==> src/rtl/sc_stream_decoder.sv <==
// Stochastic stream decoder: counts the ones in a unipolar bit stream of
// STREAM_LENGTH bits and presents the total through a valid/ready handshake.
module sc_stream_decoder #(
    parameter int unsigned STREAM_LENGTH = 16,
    parameter int unsigned CW            = $clog2(STREAM_LENGTH) + 1
) (
    input  logic          clk,
    input  logic          rst,
    input  logic          start,
    input  logic          bit_in,
    input  logic          bit_valid,
    output logic          bit_ready,
    output logic          out_valid,
    input  logic          out_ready,
    output logic [CW-1:0] count_out,
    output logic          busy,
    output logic          start_err
);

    localparam logic [1:0] IDLE  = 2'd0;
    localparam logic [1:0] ACCUM = 2'd1;
    localparam logic [1:0] HOLD  = 2'd2;

    // Index of the final bit; its acceptance closes the stream.
    localparam logic [CW-1:0] LAST_IDX = CW'(STREAM_LENGTH - 1);

    logic [1:0]    state_q,     state_d;
    logic [CW-1:0] bit_cnt_q,   bit_cnt_d;
    logic [CW-1:0] ones_cnt_q,  ones_cnt_d;
    logic [CW-1:0] count_q,     count_d;
    logic          start_err_q, start_err_d;

    logic          bit_accept;

    assign bit_accept = (state_q == ACCUM) && bit_valid;

    // State and datapath registers with synchronous reset.
    always_ff @(posedge clk) begin
        if (rst) begin
            state_q     <= IDLE;
            bit_cnt_q   <= '0;
            ones_cnt_q  <= '0;
            count_q     <= '0;
            start_err_q <= 1'b0;
        end else begin
            state_q     <= state_d;
            bit_cnt_q   <= bit_cnt_d;
            ones_cnt_q  <= ones_cnt_d;
            count_q     <= count_d;
            start_err_q <= start_err_d;
        end
    end

    // Next-state, counter and result logic.
    always_comb begin
        state_d     = state_q;
        bit_cnt_d   = bit_cnt_q;
        ones_cnt_d  = ones_cnt_q;
        count_d     = count_q;
        start_err_d = 1'b0;

        case (state_q)
            IDLE: begin
                if (start) begin
                    state_d    = ACCUM;
                    bit_cnt_d  = '0;
                    ones_cnt_d = '0;
                end
            end

            ACCUM: begin
                // A new request cannot preempt a stream in progress.
                if (start) begin
                    start_err_d = 1'b1;
                end
                if (bit_accept) begin
                    bit_cnt_d  = bit_cnt_q + CW'(1);
                    ones_cnt_d = ones_cnt_q + CW'(bit_in);
                    if (bit_cnt_q == LAST_IDX) begin
                        state_d = HOLD;
                        count_d = ones_cnt_q + CW'(bit_in);
                    end
                end
            end

            HOLD: begin
                if (out_ready) begin
                    // Handshake with a concurrent start chains straight into the next stream.
                    if (start) begin
                        state_d    = ACCUM;
                        bit_cnt_d  = '0;
                        ones_cnt_d = '0;
                    end else begin
                        state_d = IDLE;
                    end
                end else if (start) begin
                    start_err_d = 1'b1;
                end
            end

            default: begin
                state_d = IDLE;
            end
        endcase
    end

    // Outputs are either registers or pure decodes of the state register.
    assign bit_ready = (state_q == ACCUM);
    assign out_valid = (state_q == HOLD);
    assign busy      = (state_q != IDLE);
    assign count_out = count_q;
    assign start_err = start_err_q;

endmodule
==> config.mk <==
export PLATFORM = sky130hd
export DESIGN_NAME = sc_stream_decoder
export DESIGN_NICKNAME = d
export VERILOG_FILES = /design/src/rtl/sc_stream_decoder.sv
export SDC_FILE = /design/constraint.sdc
export NUM_CORES = 1
export LEC_CHECK = 0
export CAP_MARGIN = 20
export CORE_MARGIN = 4
export CORE_UTILIZATION = 40
export DETAILED_ROUTE_END_ITERATION = 6
export MAX_ROUTING_LAYER = met4
export PLACE_DENSITY = 0.71
export RECOVER_POWER = 25
export SYNTH_ARGS = -nofsm -noshare
export SYNTH_HDL_FRONTEND = slang
export SYNTH_SLANG_ARGS = --single-unit
==> constraint.sdc <==
create_clock -name clk -period 2.6 [get_ports clk]
set_clock_uncertainty 0.15 [all_clocks]
set_input_delay 0.26 -clock clk [delete_from_list [all_inputs] [get_ports clk]]
set_output_delay 0.26 -clock clk [all_outputs]
set_load 0.005 [all_outputs]
======== Word level (Yosys, flattened, before mapping) ========
Cells that the tools add are included.
word-level totals
  register bits after elaboration ......... 18
  input bits .............................. 6
  logic and storage cells ................. 38
operators by class
  add/subtract/negate cells ............... 2
  equal/unequal tests ..................... 7
  mux-type cells .......................... 17
  reduce and logical (&&, ||, !) cells .... 7
operator list
  cell                                                   count
  2-to-1 mux 5 bit                                       6
  case mux 5 bit (3 select lines)                        2
  2-to-1 mux 2 bit                                       4
  inequality test 2 x 1 -> 1 bit, second input constant  3
  case mux 2 bit (3 select lines)                        1
  AND reduction 3 bit                                    2
  adder 5 x 1 -> 5 bit                                   1
  adder 5 x 1 -> 5 bit, second input constant            1
  equality test 5 x 4 -> 1 bit, second input constant    1
  AND reduction 4 bit                                    1
  2-to-1 mux 1 bit                                       3
  nonzero test 3 bit                                     1
  equality test 2 x 1 -> 1 bit, second input constant    1
  equality test 2 bit, second input constant             1
  logical NOT 2 bit                                      1
  inequality test 2 bit, second input constant           1
  case mux 1 bit (2 select lines)                        1
  nonzero test 2 bit                                     1
  logical AND 1 bit                                      1

======== Depth between registers and ports, before layout ========
  depth after elaboration ................. 4
  depth in mapped cells ................... 7
  mapped depth without buffers ............ 7

======== Least setup slack after synthesis ========
Ideal clock, no wire load.
  path kind ............................... reg2reg
  start ................................... reg state_q[0]
  end ..................................... reg bit_cnt_q[3]
  arrival ................................. 1.530 ns
  required time ........................... 2.371 ns
  slack ................................... 0.840 ns
  cell stages (with the launch flop) ...... 7
  path buffers ............................ 0
  period minus slack after synthesis ...... 1.760 ns
  cells stage by stage .................... dfxtp_1 > inv_1 > ha_1 > nand2b_1 > o221ai_4 > or3_1 > a211oi_2
between the ends
  elaborated cells between the ends (all ways) .. 9
  classes of those cells .................. 4 x eq/ne; 1 x mux; 4 x reduce/logical
RTL lines
  element                                                                                line  text
  from (decl)                                                                            27    logic [1:0] state_q, state_d;
  from (signal assigned)                                                                 46    state_q <= state_d;
  equality test 2 bit *                                                                  -
  named net out_valid                                                                    13    output logic out_valid,
  inequality test 2 x 1 -> 1 bit (no line) / nonzero test 3 bit (equally long branches)  -
  AND reduction 3 bit (no line)                                                          -
  to (signal assigned)                                                                   47    bit_cnt_q <= bit_cnt_d;
  to (decl)                                                                              28    logic [CW-1:0] bit_cnt_q, bit_cnt_d;
Mark *: on every way through the listed nets, which the timed path passes. The rest lies on a longest branch.
A chain may end at the register's enable or synchronous reset.

======== Final worst setup path ========
  start ................................... reg state_q[0]
  end ..................................... out bit_ready
between the ends
  cells in the longest elaborated chain, start to end .. 1
ends and longest elaborated chain
  element                       line  text
  equality test 2 x 1 -> 1 bit  108   assign bit_ready = (state_q == ACCUM);
  to (decl)                     12    output logic bit_ready,
No other way between the ends.

==> impl_metrics.yaml <==
grt:
  grt-busiest-layer: "met2"
  met3_usage_pct: 2.489
  globalRoute.totalOverflow: 0
  met1_usage_pct: 16.21
  grt_pass1_vias: 810
  grt_use_total_pct: 13.87
  grt_first_pass_wirelength_mm: 3.512
  antenna_found_initial: 0
  grtUsageMet2_pct: 23.55
  grt_max_degree: 19
cts:
  clock_path_buffers: 2
  cts.reportedPaths.clkPinSlew_ns: 0.11
  cts-root-buf: "clkbuf_4"
  post_cts_buffers: 0
  cts.repair.resized: 0
  clock_sinks: 18
  htreeDepth: 1
  postCtsHoldBufs: 0
  cts_buffers: 3
  cts_tree: "yes"
  clk_latency_ns: 0.29
critical_path:
  critPathKind: "reg -> out"
  cp-start-kind: "register"
  worstPathRequired_ns: 2.19
  cpMaxStageDelayCell: "clkdlybuf4s50_1"
  cpPeakStageDelay_ns: 0.59
  cp_cell_sequence: "ha_1 > clkdlybuf4s50_1"
  crit_fanout: 13
  arrival_ns: 1.80
  end_kind: "output pin"
routing:
  drc_errors: 0
  ant_nets: 0
  wl_per_cell_um: 12.81
  vias: 850
  routed_wl_mm: 1.999
  first_pass_iters: 4
  drtIter0Drc: 19
  via_per_inst: 5.449
yosys:
  synth_nets: 129
  ys_ff_latch: 18
  netlist_instances: 115
  ys_types: 28
  ys_seq_area_share_pct: 36.97
  syn_area_sq_um: 974.7
  synth.avg_cell_area_sq_um: 8.476
  yosys_warnings: 0
placement:
  dp_hpwl_mm: 1.544
  gp_congestion: 0.7875
  post-place-ws_ns: 0.5848
  io_buffer_count: 14
sta:
  hold_viol_final: 0
  layout_setup_ws_ns: 0.3936
  clock.fmax_mhz: 453.2
  slew-limit-headroom_pct: 57.47
  post-route-period-util_pct: 84.86
  grt_setup_unrepaired: "false"
  worstMarginPinSlew_ns: 0.6359
  report.final.slew_viol_count: 0
  min_period_ns: 2.206
  finalSetupTns_ns: 0
  setup-violations-final: 0
layout:
  multiInputGateArea_sq_um: 561.8
  fillers: 228
  final_cell_mix: "18 x dfxtp_1, 14 x nor2_1, 10 x nand2_1"
  register_area_sq_um: 360.3
  n_antenna_cell: 0
  final_common_cell: "dfxtp_1"
  layout.nets: 143
  final_layout_size_suffix_gt1_share_pct: 7.031
  area_growth_pct: 19.38
  final_util_pct: 51.13
floorplanning:
  die_h_um: 57.37
  core_area_sq_um: 2276
  row_count: 17
  dieArea_sq_um: 3291
  floorplan.initialDensity_pct: 42.83
  pin_count: 15
  chipWidth_um: 57.37
min_path:
  hold_path.class: "reg -> reg"
job:
  cap_violations: 0
pwr:
  p_leak_nw: 0.4517
  ir_drop_uv: 608.2
  power.density_nw_per_um2: 703.3
outcome:
  status: "finished clean"
[synthesized netlist by cell type]
cell type	n	area, sq um
nand3b_1	2	15.01
and2b_2	2	17.52
nand2_1	10	37.54
xnor2_1	3	26.28
mux2i_1	1	10.01
nor3_1	3	15.01
a31oi_1	2	12.51
nand2b_1	2	12.51
or3_1	3	18.77
o21ai_0	4	20.02
o221ai_4	1	26.28
nand3_1	5	25.02
clkbuf_1	4	15.01
dfxtp_1	18	360.4
a21oi_1	6	30.03
nand4_1	1	6.260
nand4b_1	1	8.760
a22oi_1	5	37.54
nor2_1	14	52.55
buf_4	1	7.510
or2b_1	1	7.510
nor2b_1	1	6.260
and3_1	2	12.51
a211oi_2	2	25.02
inv_1	8	30.03
a221oi_1	1	8.760
a211oi_1	4	30.03
ha_1	8	100.1
[metal layers]
metal | routed length, um | up-vias
met3 | 92 | 2
met2 | 1019 | 25
met1 | 872 | 394
met5 | 0 | -
li1 | - | 429
met4 | 14 | 0
[worst max-delay path, delay by kind of cell (launching register included)]
| family | cells | cell delay, ns |
|---|---|---|
| buf+inv | 1 | 0.59 |
| flops | 1 | 0.46 |
| fa+ha+maj | 1 | 0.45 |
[registers in the layout, summed over array words and instances, names as in the netlist]
name / count
bit_cnt_q: 5
state_q: 2
ones_cnt_q: 5
start_err: 1
count_out: 5
[worst paths after layout]
kind / start / to / slack (ns) / cells after the start
setup / recovery: state_q[0] / bit_ready / 0.39 / 2
hold / removal: count_out[1] / count_out[1] / 0.32 / 2
setup reg to reg: state_q[1] / bit_cnt_q[3] / 0.57 / 6
hold reg to reg: count_out[1] / count_out[1] / 0.32 / 2
[through the flow]
stage	power, mW	cells	hold slack, ns	cell area [sq um]
after global placement	0.6482	152	0.2954	1127
final	0.8184	156	0.3155	1164
after global routing	0.8823	156	0.3460	1164
after detailed placement	0.6513	152	0.3052	1127
after floorplan	0.5505	115	0.2283	974.7
after CTS	0.8265	156	0.3207	1164
[kinds of logic (layout without fill, tap and decap cells)]
| kind of cell | count (synthesis) | in the layout | synth area share, % |
|---|---|---|---|
| mux | 1 | 1 | 1.027 |
| buf+inv | 13 | 26 | 5.391 |
| xor+xnor | 3 | 3 | 2.696 |
| flops | 18 | 18 | 36.97 |
| compound gates | 25 | 25 | 19.51 |
| simple gates | 47 | 47 | 24.13 |
| fa+ha+maj | 8 | 8 | 10.27 |
[cell type report]
class | count | share of cell area (%)
clock buffer | 4 | 3.118
inverter | 8 | 2.581
sequential | 18 | 30.97
tap | 28 | 3.011
multi-input combinational | 84 | 48.28
timing repair buffer | 14 | 12.04
[where the power goes]
group	total [mW]	switching (mW)	internal [mW]	leakage, nW
clock network	0.173	0.0875	0.0852	0.0210
registers	0.318	0.0241	0.294	0.145
logic	0.328	0.181	0.147	0.285
total	0.818	0.292	0.526	0.452
Power figures use the tool's default switching activity.
